<file path="src/rtl/sat_counter_if.sv">
// sat_counter_if: control and status bundle for sat_counter.
// master drives the update controls, slave returns the count and flags.
interface sat_counter_if #(
    parameter int WIDTH      = 4,
    parameter int STEP_WIDTH = 2
);
    logic                  reinit;
    logic [WIDTH-1:0]      initial_value;
    logic                  incr_valid;
    logic [STEP_WIDTH-1:0] incr;
    logic                  decr_valid;
    logic [STEP_WIDTH-1:0] decr;
    logic                  flag_clear;
    logic [WIDTH-1:0]      value;
    logic [WIDTH-1:0]      value_next;
    logic                  overflow;
    logic                  underflow;
    logic                  zero;
    logic                  max;

    modport master (
        output reinit, initial_value,
        output incr_valid, incr,
        output decr_valid, decr,
        output flag_clear,
        input  value, value_next,
        input  overflow, underflow,
        input  zero, max
    );

    modport slave (
        input  reinit, initial_value,
        input  incr_valid, incr,
        input  decr_valid, decr,
        input  flag_clear,
        output value, value_next,
        output overflow, underflow,
        output zero, max
    );
endinterface

</file>
<file path="src/rtl/sat_counter.sv">
// sat_counter: parametrised up/down counter with wrap or saturate
// overflow handling, sticky over/underflow flags and zero/max status.
module sat_counter #(
    parameter int WIDTH      = 4,
    parameter int STEP_WIDTH = 2,
    parameter bit SATURATE   = 1'b1
) (
    input  logic clk,
    input  logic rst_n,
    sat_counter_if.slave bus
);
    // Two extra bits: one for carry past the max, one for sign.
    localparam int RW = WIDTH + 2;
    localparam logic [WIDTH-1:0] MAXV = '1;

    logic [WIDTH-1:0] value_q;
    logic             ovf_q;
    logic             unf_q;
    logic             zero_q;
    logic             max_q;

    logic [WIDTH-1:0] base;
    logic [RW-1:0]    base_ext;
    logic [RW-1:0]    inc_ext;
    logic [RW-1:0]    dec_ext;
    logic [RW-1:0]    raw;
    logic             ovf_evt;
    logic             unf_evt;
    logic [WIDTH-1:0] nxt;

    // Net result in two's complement; only the net sum is range-checked.
    always_comb begin
        base     = bus.reinit ? bus.initial_value : value_q;
        base_ext = RW'(base);
        inc_ext  = bus.incr_valid ? RW'(bus.incr) : '0;
        dec_ext  = bus.decr_valid ? RW'(bus.decr) : '0;
        raw      = base_ext + inc_ext - dec_ext;
        unf_evt  = raw[RW-1];
        ovf_evt  = ~raw[RW-1] & raw[WIDTH];
        nxt      = raw[WIDTH-1:0];
        if (SATURATE) begin
            if (ovf_evt) begin
                nxt = MAXV;
            end else if (unf_evt) begin
                nxt = '0;
            end
        end
    end

    // Count, sticky flags and status; a fresh event beats a clear.
    always_ff @(posedge clk) begin
        if (!rst_n) begin
            value_q <= bus.initial_value;
            ovf_q   <= 1'b0;
            unf_q   <= 1'b0;
            zero_q  <= (bus.initial_value == '0);
            max_q   <= (bus.initial_value == MAXV);
        end else begin
            value_q <= nxt;
            ovf_q   <= (ovf_q & ~bus.flag_clear) | ovf_evt;
            unf_q   <= (unf_q & ~bus.flag_clear) | unf_evt;
            zero_q  <= (nxt == '0);
            max_q   <= (nxt == MAXV);
        end
    end

    assign bus.value      = value_q;
    assign bus.value_next = nxt;
    assign bus.overflow   = ovf_q;
    assign bus.underflow  = unf_q;
    assign bus.zero       = zero_q;
    assign bus.max        = max_q;
endmodule

</file>
<file path="src/flat_wrapper.sv">
// flat-port wrapper written by rule: the top's interface ports become plain ports
module sat_counter_flat 
#(
    parameter int WIDTH      = 4,
    parameter int STEP_WIDTH = 2,
    parameter bit SATURATE   = 1'b1
)
  (clk, rst_n, bus_reinit, bus_initial_value, bus_incr_valid, bus_incr, bus_decr_valid, bus_decr, bus_flag_clear, bus_value, bus_value_next, bus_overflow, bus_underflow, bus_zero, bus_max);
  sat_counter_if #(.WIDTH(WIDTH), .STEP_WIDTH(STEP_WIDTH)) bus_i ();
  input  logic clk;
  input  logic rst_n;
  input wire logic [$bits(bus_i.reinit)-1:0] bus_reinit;
  input wire logic [$bits(bus_i.initial_value)-1:0] bus_initial_value;
  input wire logic [$bits(bus_i.incr_valid)-1:0] bus_incr_valid;
  input wire logic [$bits(bus_i.incr)-1:0] bus_incr;
  input wire logic [$bits(bus_i.decr_valid)-1:0] bus_decr_valid;
  input wire logic [$bits(bus_i.decr)-1:0] bus_decr;
  input wire logic [$bits(bus_i.flag_clear)-1:0] bus_flag_clear;
  output wire logic [$bits(bus_i.value)-1:0] bus_value;
  output wire logic [$bits(bus_i.value_next)-1:0] bus_value_next;
  output wire logic [$bits(bus_i.overflow)-1:0] bus_overflow;
  output wire logic [$bits(bus_i.underflow)-1:0] bus_underflow;
  output wire logic [$bits(bus_i.zero)-1:0] bus_zero;
  output wire logic [$bits(bus_i.max)-1:0] bus_max;
  assign bus_i.reinit = bus_reinit;
  assign bus_i.initial_value = bus_initial_value;
  assign bus_i.incr_valid = bus_incr_valid;
  assign bus_i.incr = bus_incr;
  assign bus_i.decr_valid = bus_decr_valid;
  assign bus_i.decr = bus_decr;
  assign bus_i.flag_clear = bus_flag_clear;
  assign bus_value = bus_i.value;
  assign bus_value_next = bus_i.value_next;
  assign bus_overflow = bus_i.overflow;
  assign bus_underflow = bus_i.underflow;
  assign bus_zero = bus_i.zero;
  assign bus_max = bus_i.max;
  sat_counter #(.WIDTH(WIDTH), .STEP_WIDTH(STEP_WIDTH), .SATURATE(SATURATE)) u_core (.clk(clk), .rst_n(rst_n), .bus(bus_i));
endmodule
</file>
<file path="config.mk">
export PLATFORM = sky130hd
export DESIGN_NAME = sat_counter_flat
export DESIGN_NICKNAME = d
export VERILOG_FILES = /design/src/rtl/sat_counter_if.sv /design/src/rtl/sat_counter.sv /design/src/flat_wrapper.sv
export SDC_FILE = /design/constraint.sdc
export NUM_CORES = 1
export LEC_CHECK = 0
export CELL_PAD_IN_SITES_DETAIL_PLACEMENT = 0
export CELL_PAD_IN_SITES_GLOBAL_PLACEMENT = 1
export CORE_MARGIN = 3
export CORE_UTILIZATION = 27
export DETAILED_ROUTE_END_ITERATION = 12
export PLACE_DENSITY_LB_ADDON = 0.1
export RECOVER_POWER = 50
export SLEW_MARGIN = 20
export SYNTH_ARGS = -nofsm -noshare
export SYNTH_HDL_FRONTEND = slang
export SYNTH_SLANG_ARGS = --single-unit
</file>
<file path="constraint.sdc">
create_clock -name clk -period 3.15 [get_ports clk]
set_input_delay 0.63 -clock clk [delete_from_list [all_inputs] [get_ports clk]]
set_output_delay 0.63 -clock clk [all_outputs]
set_load 0.05 [all_outputs]
</file>
==> results.ini <==
[worst_hold_path]
hp-class=register to register
hold_start=u_core.bus.underflow

[finish]
nFillCells=193
diodes=0
multi_input_area_um2=526.8
final_area_um2=1275
final-seq-area_um2=160.2
instances_no_fill=151
syn2layout_area_growth_pct=103.0
drive_gt1_share_pct=44.35
post-route-util_pct=61.24
final_nets=149

[worst_setup_path]
crit_top_cell=a21oi_4
worstSetupStartpoint=bus_reinit
end_kind=primary output
cp_cell_sequence=buf_6 -> mux2_4 -> fa_1 -> inv_2 -> fa_2 -> nand2b_4 -> a21oi_4 -> xnor2_4 -> a21oi_4 -> buf_12
critPathKind=input port to primary output
timing.rr.start=u_core.bus.value[1]
arrival_ns=2.78
startpoint_type=input port
r2r_slack_ns=0.40
worstPathRequired_ns=2.52
slowest_delay_ns=0.53
crit_fanout=5
slowest_stage=fa_1

[clocking]
clk_pin_slew_ns=0.05
clock_latency_ns=0.25
cts_buffer_depth=2
cts_max_level=1
cts_buffers=3
cts_root_buf=clkbuf_4
cts_tree=built
cts.sinks=8

[drt]
drcViolationCount=0
wl_per_cell_um=12.05
vias_per_cell=4.497
ant_nets=0
first_pass_iters=4
drt-initial-drc-count=6
dr_total_vias=679
wirelength_mm=1.819

[sta]
whs_ns=0.5768
finalHoldViolations=0
fmax_ghz=0.2930
period_needed_ns=3.413
drv_slew=0
worst_slack_ns=-0.2633
slew_headroom_pct=65.69
worstMarginPinSlew_ns=0.5129
fin_crit_sh_pct=108.4
setup-violations-final=4
rsz0062_at_grt=true
skew_ns=0.002185

[die]
die-width_um=54.23
start_util_pct=30.17
core_area_um2=2082
die_y_um=54.23
die_area_um2=2941
io_pins=26
fp-row-count=16

[synth]
synth.distinct_cells=28
syn-num-nets=93
yosys_register_bits=8
synth_edf_count=0
syn_area_um2=628.1
synthFlopType=dfxtp_1
ys_async_sr_fraction_pct=0
seq_area_frac_synth_pct=25.50
ys_warn_count=0
synthTopCellsByCount=dfxtp_1, inv_1, ha_1
syn_avg_cell_area_um2=8.973
synth_top_area_cell=dfxtp_1
yosysTopAreaCellShare_pct=25.50
syn_inst=70
synth_area_leaders=dfxtp_1, ha_1, fa_1

[place]
placed_area_um2=1241
dpl.hpwl_mm=1.509
placed_cells=147
gp_congestion=0.7457
port_buffers=25

[grt]
gr-total-overflow=0
grt_max_degree=14
grt_pass1_vias=724
grt.total_usage_pct=15.18
grt_pass1_wl_mm=3.174
grt_antenna_before_repair=0

[run]
max_cap_violations=0

[status]
outcome=finished with violations
violations=negative setup slack

[power_and_ir_drop]
p_leak_nw=0.5797
pwr_density_cell_nw_per_um2=1169
ir_worst_vdd_mv=1.229

[layout by cell type, fill, tap and decap left out, types with 2 or more instances in the layout]
cell / instances
mux2i_1: 2
clkdlybuf4s50_1: 6
nor2_1: 3
inv_1: 6
a31oi_1: 4
buf_12: 5
dlygate4sd3_1: 7
buf_4: 25
ha_1: 6
nand2_1: 2
nor2b_1: 2
o21ai_0: 4
dfxtp_1: 8
xor2_1: 2
clkbuf_4: 3
a21oi_4: 5
and2_1: 3
buf_6: 2
inv_2: 2
dlygate4sd2_1: 3
clkdlybuf4s15_1: 3
[worst paths after layout]
path | to | depth (start not counted)
worst min-delay path | u_core.bus.underflow | 2
worst min register to register | u_core.bus.underflow | 2
worst max register to register | u_core.bus.max | 10
worst max-delay path | bus_value_next[3] | 10
[per-layer routing]
layer  GRT usage, %  routed length, µm
met2          26.10                922
met4          4.979                  0
met5              0                  0
met1          17.30                779
met3          5.450                118
[power breakdown]
group	switching, mW	total, mW	internal [mW]
registers	0.0149	0.155	0.140
logic	0.666	1.26	0.592
clock network	0.0340	0.0776	0.0435
[kinds of logic after synthesis]
family	share of synthesized area, %
XOR/XNOR	5.380
adder cells (fa/ha/maj)	20.32
AO/OA/AOI/OAI	21.32
multiplexers	7.171
buffers and inverters	5.378
AND/OR/NAND/NOR	14.94
flip-flops	25.50
[state kept, by name, summed over array words and instances (netlist names)]
name / cells
u_core.bus.value: 4
u_core.bus.max: 1
u_core.bus.overflow: 1
u_core.bus.underflow: 1
u_core.bus.zero: 1
[critical path, delay by kind of cell]
kind	cells	cell delay [ns]
xor+xnor	1	0.15
buf+inv	3	0.30
compound gates	2	0.37
mux	1	0.29
simple gates	1	0.16
fa+ha+maj	2	0.88
[what timing repair did]
action / CTS / global route
setup buffers: 0 / 1
gates cloned: 0 / 0
setup endpoints to repair: 11 / 4
pin swaps: 10 / 3
resized for setup: 22 / 2
hold endpoints to repair: 0 / 0
hold buffers: 0 / 0
[cell type report]
class,instances,area share (%)
flip-flops and latches,8,12.56
multi-input cells,53,41.32
well taps,27,2.650
clock buffers,3,1.766
inverters,8,2.355
repair buffers,52,39.35
[per-stage QoR]
step,power [mW],worst slack (ns),setup TNS [ns]
after floorplan,0.8755,-0.1984,-0.7937
after global placement,1.418,-0.7258,-5.730
after detailed placement,1.422,-0.7514,-6.029
after CTS,1.515,-0.2933,-1.116
after global routing,1.591,-0.3549,-1.360
final,1.490,-0.2633,-1.021
Power figures use the tool's default switching activity.
